**config.mk**
```make
export PLATFORM = sky130hd
export DESIGN_NAME = pokey_timer_ctrl_flat
export DESIGN_NICKNAME = d
export VERILOG_FILES = /design/src/rtl/pokey_timer_ctrl_if.sv /design/src/rtl/pokey_timer_ctrl.sv /design/src/flat_wrapper.sv
export SDC_FILE = /design/constraint.sdc
export NUM_CORES = 1
export LEC_CHECK = 0
export CORE_MARGIN = 2
export CORE_UTILIZATION = 40
export CTS_CLUSTER_DIAMETER = 150
export DETAILED_ROUTE_END_ITERATION = 8
export GPL_TIMING_DRIVEN = 0
export PLACE_DENSITY = 0.76
export SYNTH_ARGS = -nofsm -noshare
export SYNTH_HDL_FRONTEND = slang
export SYNTH_SLANG_ARGS = --single-unit
```
**constraint.sdc**
```tcl
create_clock -name clk -period 1.95 [get_ports clk]
set_input_delay 0.195 -clock clk [delete_from_list [all_inputs] [get_ports clk]]
set_output_delay 0.195 -clock clk [all_outputs]
set_load 0.02 [all_outputs]
```
**src/rtl/pokey_timer_ctrl_if.sv**
```systemverilog
// Strobe/borrow bundle between the POKEY timer sequencer and its four 8-bit divider chains.
// The master side owns the register inputs and borrows; the slave side produces the strobes.
interface pokey_timer_ctrl_if;
  logic [7:0] audctl;
  logic       stimer;
  logic [3:0] bor;
  logic [3:0] cnt_en;
  logic [3:0] ld;
  logic [3:0] tick;
  logic       base_tick;

  modport master (
    output audctl,
    output stimer,
    output bor,
    input  cnt_en,
    input  ld,
    input  tick,
    input  base_tick
  );

  modport slave (
    input  audctl,
    input  stimer,
    input  bor,
    output cnt_en,
    output ld,
    output tick,
    output base_tick
  );
endinterface

```
**src/rtl/pokey_timer_ctrl.sv**
```systemverilog
// POKEY timer sequencer: base-clock prescaler, AUDCTL clock routing and 16-bit linking, STIMER restart.
// Define TIMER_CTRL_FASTCLK_EN to let audctl[6]/audctl[5] clock channels 1/3 every machine cycle.
module pokey_timer_ctrl #(
  parameter int PRESCALE64 = 28,
  parameter int PRESCALE15 = 114
) (
  input  logic               clk,
  input  logic               rst,
  pokey_timer_ctrl_if.slave  bus
);
  localparam int PMAX = (PRESCALE15 > PRESCALE64) ? PRESCALE15 : PRESCALE64;
  localparam int PW   = (PMAX > 2) ? $clog2(PMAX) : 1;
  localparam logic [PW-1:0] TERM64 = PW'(PRESCALE64 - 1);
  localparam logic [PW-1:0] TERM15 = PW'(PRESCALE15 - 1);

  logic [PW-1:0] presc_reg, presc_next;
  logic          sel15_reg, sel15_next;
  logic          base_reg, base_next;
  logic [3:0]    cnt_en_reg, cnt_en_next;
  logic [3:0]    ld_reg, ld_next;
  logic [3:0]    tick_reg, tick_next;

  logic          presc_wrap;
  logic [3:0]    vbor;
  logic [3:0]    src;
  logic [3:0]    reload;
  logic [1:0]    link;

  // The active period is latched at each wrap, so a mode change waits for the current period to end.
  assign presc_wrap = (presc_reg == (sel15_reg ? TERM15 : TERM64));
  assign vbor       = bus.bor & cnt_en_reg;
  assign link       = {bus.audctl[3], bus.audctl[4]};

`ifdef TIMER_CTRL_FASTCLK_EN
  logic unused_audctl;
  assign unused_audctl = ^{bus.audctl[7], bus.audctl[2:1]};
`else
  logic unused_audctl;
  assign unused_audctl = ^{bus.audctl[7:5], bus.audctl[2:1]};
`endif

  genvar gi;
  generate
    for (gi = 0; gi < 2; gi++) begin : g_pair
      localparam int LO = 2 * gi;
      localparam int HI = 2 * gi + 1;
`ifdef TIMER_CTRL_FASTCLK_EN
      // Pair 0 (channel 1) uses audctl[6], pair 1 (channel 3) uses audctl[5].
      assign src[LO] = bus.audctl[6 - gi] | presc_wrap;
`else
      assign src[LO] = presc_wrap;
`endif
      // A linked high channel counts low-channel borrows; its borrow reloads the whole pair.
      assign src[HI]    = link[gi] ? vbor[LO] : presc_wrap;
      assign reload[LO] = link[gi] ? vbor[HI] : vbor[LO];
      assign reload[HI] = vbor[HI];
    end
  endgenerate

  always_comb begin
    presc_next  = presc_wrap ? '0 : presc_reg + PW'(1);
    sel15_next  = presc_wrap ? bus.audctl[0] : sel15_reg;
    base_next   = presc_wrap;
    ld_next     = reload;
    tick_next   = vbor;
    cnt_en_next = src & ~reload;
    if (bus.stimer) begin
      presc_next  = '0;
      sel15_next  = bus.audctl[0];
      base_next   = 1'b0;
      ld_next     = 4'b1111;
      tick_next   = 4'b0000;
      cnt_en_next = 4'b0000;
    end
  end

  always_ff @(posedge clk or posedge rst) begin
    if (rst) begin
      presc_reg  <= '0;
      sel15_reg  <= 1'b0;
      base_reg   <= 1'b0;
      cnt_en_reg <= 4'b0000;
      ld_reg     <= 4'b0000;
      tick_reg   <= 4'b0000;
    end else begin
      presc_reg  <= presc_next;
      sel15_reg  <= sel15_next;
      base_reg   <= base_next;
      cnt_en_reg <= cnt_en_next;
      ld_reg     <= ld_next;
      tick_reg   <= tick_next;
    end
  end

  assign bus.cnt_en    = cnt_en_reg;
  assign bus.ld        = ld_reg;
  assign bus.tick      = tick_reg;
  assign bus.base_tick = base_reg;

  // A chain must never be asked to load and decrement in the same cycle.
  assert property (@(posedge clk) disable iff (rst) (cnt_en_reg & ld_reg) == 4'b0000);
endmodule

```
**src/flat_wrapper.sv**
```systemverilog
// flat-port wrapper written by rule: the top's interface ports become plain ports
module pokey_timer_ctrl_flat 
#(
  parameter int PRESCALE64 = 28,
  parameter int PRESCALE15 = 114
)
  (clk, rst, bus_audctl, bus_stimer, bus_bor, bus_cnt_en, bus_ld, bus_tick, bus_base_tick);
  pokey_timer_ctrl_if bus_i ();
  input  logic clk;
  input  logic rst;
  input wire logic [$bits(bus_i.audctl)-1:0] bus_audctl;
  input wire logic [$bits(bus_i.stimer)-1:0] bus_stimer;
  input wire logic [$bits(bus_i.bor)-1:0] bus_bor;
  output wire logic [$bits(bus_i.cnt_en)-1:0] bus_cnt_en;
  output wire logic [$bits(bus_i.ld)-1:0] bus_ld;
  output wire logic [$bits(bus_i.tick)-1:0] bus_tick;
  output wire logic [$bits(bus_i.base_tick)-1:0] bus_base_tick;
  assign bus_i.audctl = bus_audctl;
  assign bus_i.stimer = bus_stimer;
  assign bus_i.bor = bus_bor;
  assign bus_cnt_en = bus_i.cnt_en;
  assign bus_ld = bus_i.ld;
  assign bus_tick = bus_i.tick;
  assign bus_base_tick = bus_i.base_tick;
  pokey_timer_ctrl #(.PRESCALE64(PRESCALE64), .PRESCALE15(PRESCALE15)) u_core (.clk(clk), .rst(rst), .bus(bus_i));
endmodule
```
; ---- Word level (Yosys, flattened, before mapping)
; Cells that the tools add are included.
; W data, S select, Z words.
[classes]
bitwise_logic = 3
mux = 13
n_reduce_logical = 1
n_addsub = 1
eq_ne = 1
[ops]
columns = cell, n
row1 = $mux W7, 3
row2 = $mux W4, 3
row3 = $and A4 B4 Y4, 2
row4 = $add A7 B1 Y7 const B, 1
row5 = $eq A7 B7 Y1, 1
row6 = $mux W1, 7
row7 = $not A4 Y4, 1
row8 = $reduce_bool A2 Y1, 1
[word_totals]
out_inout_bits = 13
reg_bits = 21
wordCells = 25

; ---- Logic depth before layout (Yosys ltp)
[depth]
word_depth = 5
mapped_depth = 4

; ---- Worst setup path after synthesis
; No wires, ideal clock.
[synth_timing]
path_kind = register -> register
startpoint = register u_core.presc_reg[0]
endpoint = register u_core.presc_reg[6]
path_buffers = 0
arrival_ns = 1.208
path_stages_with_launch = 5
setup_time_ns = 0.087
required_time_ns = 1.863
path_slack_ns = 0.655
period_less_slack_ns = 1.295
cell_sequence = dfrtp_1 ha_1 nand2_1 or3_1 a211oi_2
[synth_via]
elab_chain_len = 3
elab_cells_between_ends = 4
cone_classes = 1 x add/sub / 1 x eq/ne / 2 x mux
[synth_rtl]
columns = item, line_no
row1 = "start, declared", pokey_timer_ctrl.sv:16  ; logic [PW-1:0] presc_reg, presc_next;
row2 = "start signal, assigned", pokey_timer_ctrl.sv:86  ; presc_reg <= presc_next;
row3 = $add A7 B1 Y7 / $eq A7 B7 Y1 (equally long branches), "pokey_timer_ctrl.sv:61, pokey_timer_ctrl.sv:30"
row4 = $mux W7 *, pokey_timer_ctrl.sv:61  ; presc_next = presc_wrap ? '0 : presc_reg + PW'(1);
row5 = $mux W7 *, pokey_timer_ctrl.sv:67  ; if (bus.stimer) begin
row6 = via u_core.presc_next[6], pokey_timer_ctrl.sv:16
; Mark *: on every way through the listed nets, which the timed path passes. The rest lies on a longest branch.
; A chain may end at the register's enable or synchronous reset.

; ---- Final worst setup path
[layout_timing]
startpoint = register u_core.cnt_en_reg[1] (netlist: u_core.bus.cnt_en[1])
endpoint = output bus_cnt_en[1]
[layout_rtl]
columns = item, line_no
row1 = "start, declared", pokey_timer_ctrl.sv:19  ; logic [3:0] cnt_en_reg, cnt_en_next;
row2 = "start signal, assigned", pokey_timer_ctrl.sv:89  ; cnt_en_reg <= cnt_en_next;
row3 = "end, declared", flat_wrapper.sv:14  ; output wire logic [$bits(bus_i.cnt_en)-1:0] bus_cnt_en;
; No word-level cell between the ends.

==> flow_summary.toml <==
[status]
status = "finished, final reports clean"

[finish]
nets = 120
largest_register_ffs = 7
layout-drive-gt1-share_pct = 8.74
final_core_util_pct = 54.3
area_growth_pct = 31.6
layout.cells.non_filler = 131
n_fill_cell = 188
diodes = 0

[critical_path]
slowest_delay_ns = 0.62
reg2reg_from = "u_core.presc_reg[0]"
cp.required_ns = 1.75
critical-path-top-delay-family = "buffers and inverters"
path_buf_inv = 1
path_cells = "clkdlybuf4s50_1"
criticalPathCategory = "flop to output pin"
r2r-end = "u_core.presc_reg[6]"
endpoint_kind = "output pin"
cp_max_fo = 4
setup.worst_path.start_class = "flop"
reg2regPathDepth = 4
crit_arrival_ns = 1.33
slowest_stage = "clkdlybuf4s50_1"
rrSetupSlack_ns = 0.53

[pwr]
peakVddDrop_mv = 0.523
powerDensity_nw_per_um2 = 631
total_power_uw = 743
leakagePower_uw = 0.000493

[yosys]
synth.cell_area_um2 = 895
synthDistinctLibCells = 26
yosysMostFrequentCell = "dfrtp_1"
yosys_warnings = 0
synth_edf_count = 0
async_flop_share_pct = 100
synth.area.top_cells = "dfrtp_1, nor2_1, nand3_1"
synth.net_count = 93
synth_common_cells = "dfrtp_1, nor2_1, nand3_1"
synth_top_area_cell = "dfrtp_1"
avgSynthCellArea_um2 = 11.6
synth_flop_cell = "dfrtp_1"
synth_top_area_share_pct = 58.7
yosysSeqAreaShare_pct = 58.7
synthCells = 77
ys_ff_latch = 21

[grt]
grt_pass1_wl_um = 2820
overflow = 0
track_usage_pct = 14.7
antenna_found_initial = 0
grt_max_degree = 22
grt_pass1_vias = 678

[sta]
hold_viol = 0
maxSlewViolCount = 0
clock_skew_ns = 0.00201
fin_crit_sh_pct = 78.3
fmax_mhz = 655
worst_pin_slew_ns = 0.749
finalCriticalPeriod_ns = 1.53
whs_ns = 0.298
rsz0062_at_grt = "no"
slew_headroom_pct = 50.0
tns_ns = 0
setup_viol = 0

[detailed_routing]
wirelength_um = 1660
ant_nets = 0
avgViaCountPerCell = 5.06
vias = 663
drc = 0
wl_per_cell_um = 12.6
drt_iter0_markers = 13
dr.pass1.iters = 4

[clock_network]
cts_buffer_depth = 2
cts_setup_buffers = 0
holdBufCountCts = 0
htree_levels = 1
cts_buffers = 3
path_clk_slew_ns = 0.12
clkSinkCount = 21
clk_latency_ns = 0.31
cts-root-buf = "clkbuf_4"
cts_resized = 0
cts_tree = "done"

[place]
port_buffers = 22
dpl.cell_count = 127
gp_congestion = 0.759
hpwl_um = 1230

[floorplanning]
dieArea_um2 = 2630
core_area_um2 = 2170
initial_core_util_pct = 41.2
die_w_um = 51.3
rows = 17
pin_count = 28
fp.dieH_um = 51.3

[hold_path]
hold_class = "input pin to asynchronous set/reset pin"

[flow_run]
drv_cap = 0
-- metrics by stage --
stage / area, um^2 / setup slack (ns)
floorplan: 895 / 0.655
global placement: 1150 / 0.513
detailed placement: 1150 / 0.501
CTS: 1180 / 0.404
global route: 1180 / 0.366
finish: 1180 / 0.423
-- report_power, final --
| group | switching (uW) | total [uW] | internal (uW) |
|---|---|---|---|
| clock network | 137 | 214 | 76.8 |
| registers | 12.1 | 459 | 447 |
| logic | 34.3 | 70.3 | 35.9 |
| total | 184 | 743 | 559 |
-- cells by family (layout without fill, tap and decap cells) --
group / after synthesis / after routing / share of synthesized area [%]
DFF: 21 / 21 / 58.7
and+or+nand+nor: 33 / 33 / 22.0
AOI/OAI and AO/OA: 14 / 14 / 12.9
adders and majority gates: 1 / 1 / 1.40
xor gates and xnor gates: 3 / 3 / 2.94
buffers and inverters: 5 / 31 / 2.10
-- metal layers --
metal,track usage [%],part of all wire [%],wire length [um]
met5,0,0,0
met4,7.89,2.7,44
met1,17.2,43,709
met3,4.39,5.1,84
met2,24.2,49,817
-- worst max path at each step --
stage,cells past startpoint,to,startpoint
floorplan,4,u_core.presc_reg[6],u_core.presc_reg[0]
global placement,4,u_core.sel15_reg,bus_stimer
detailed placement,4,u_core.sel15_reg,bus_stimer
CTS,1,bus_cnt_en[3],u_core.bus.cnt_en[3]
global route,1,bus_cnt_en[1],u_core.bus.cnt_en[1]
finish,1,bus_cnt_en[1],u_core.bus.cnt_en[1]
-- cell type report --
cell class	instances	area (um^2)	share of cell area, %
flip-flops and latches	21	526	44.6
repair buffers	22	220	18.7
clock inverters	1	5.00	0.425
plain buffers	1	3.75	0.319
inverters	4	15.0	1.28
well taps	28	35.0	2.98
clock buffers	3	22.5	1.91
multi-input cells	51	350	29.8
-- placed cells by master (no fill, tap or decap), types with 3 or more instances in the layout --
master,netlist,final
or3_1,3,3
and3_1,3,3
clkbuf_4,0,3
clkdlybuf4s50_1,0,22
nand3_1,5,5
nor2_1,7,7
nand2_1,4,4
o211ai_1,3,3
inv_1,4,4
dfrtp_1,21,21
nor3_1,4,4
o21ai_0,3,3
(Power assumes the default switching activity.)
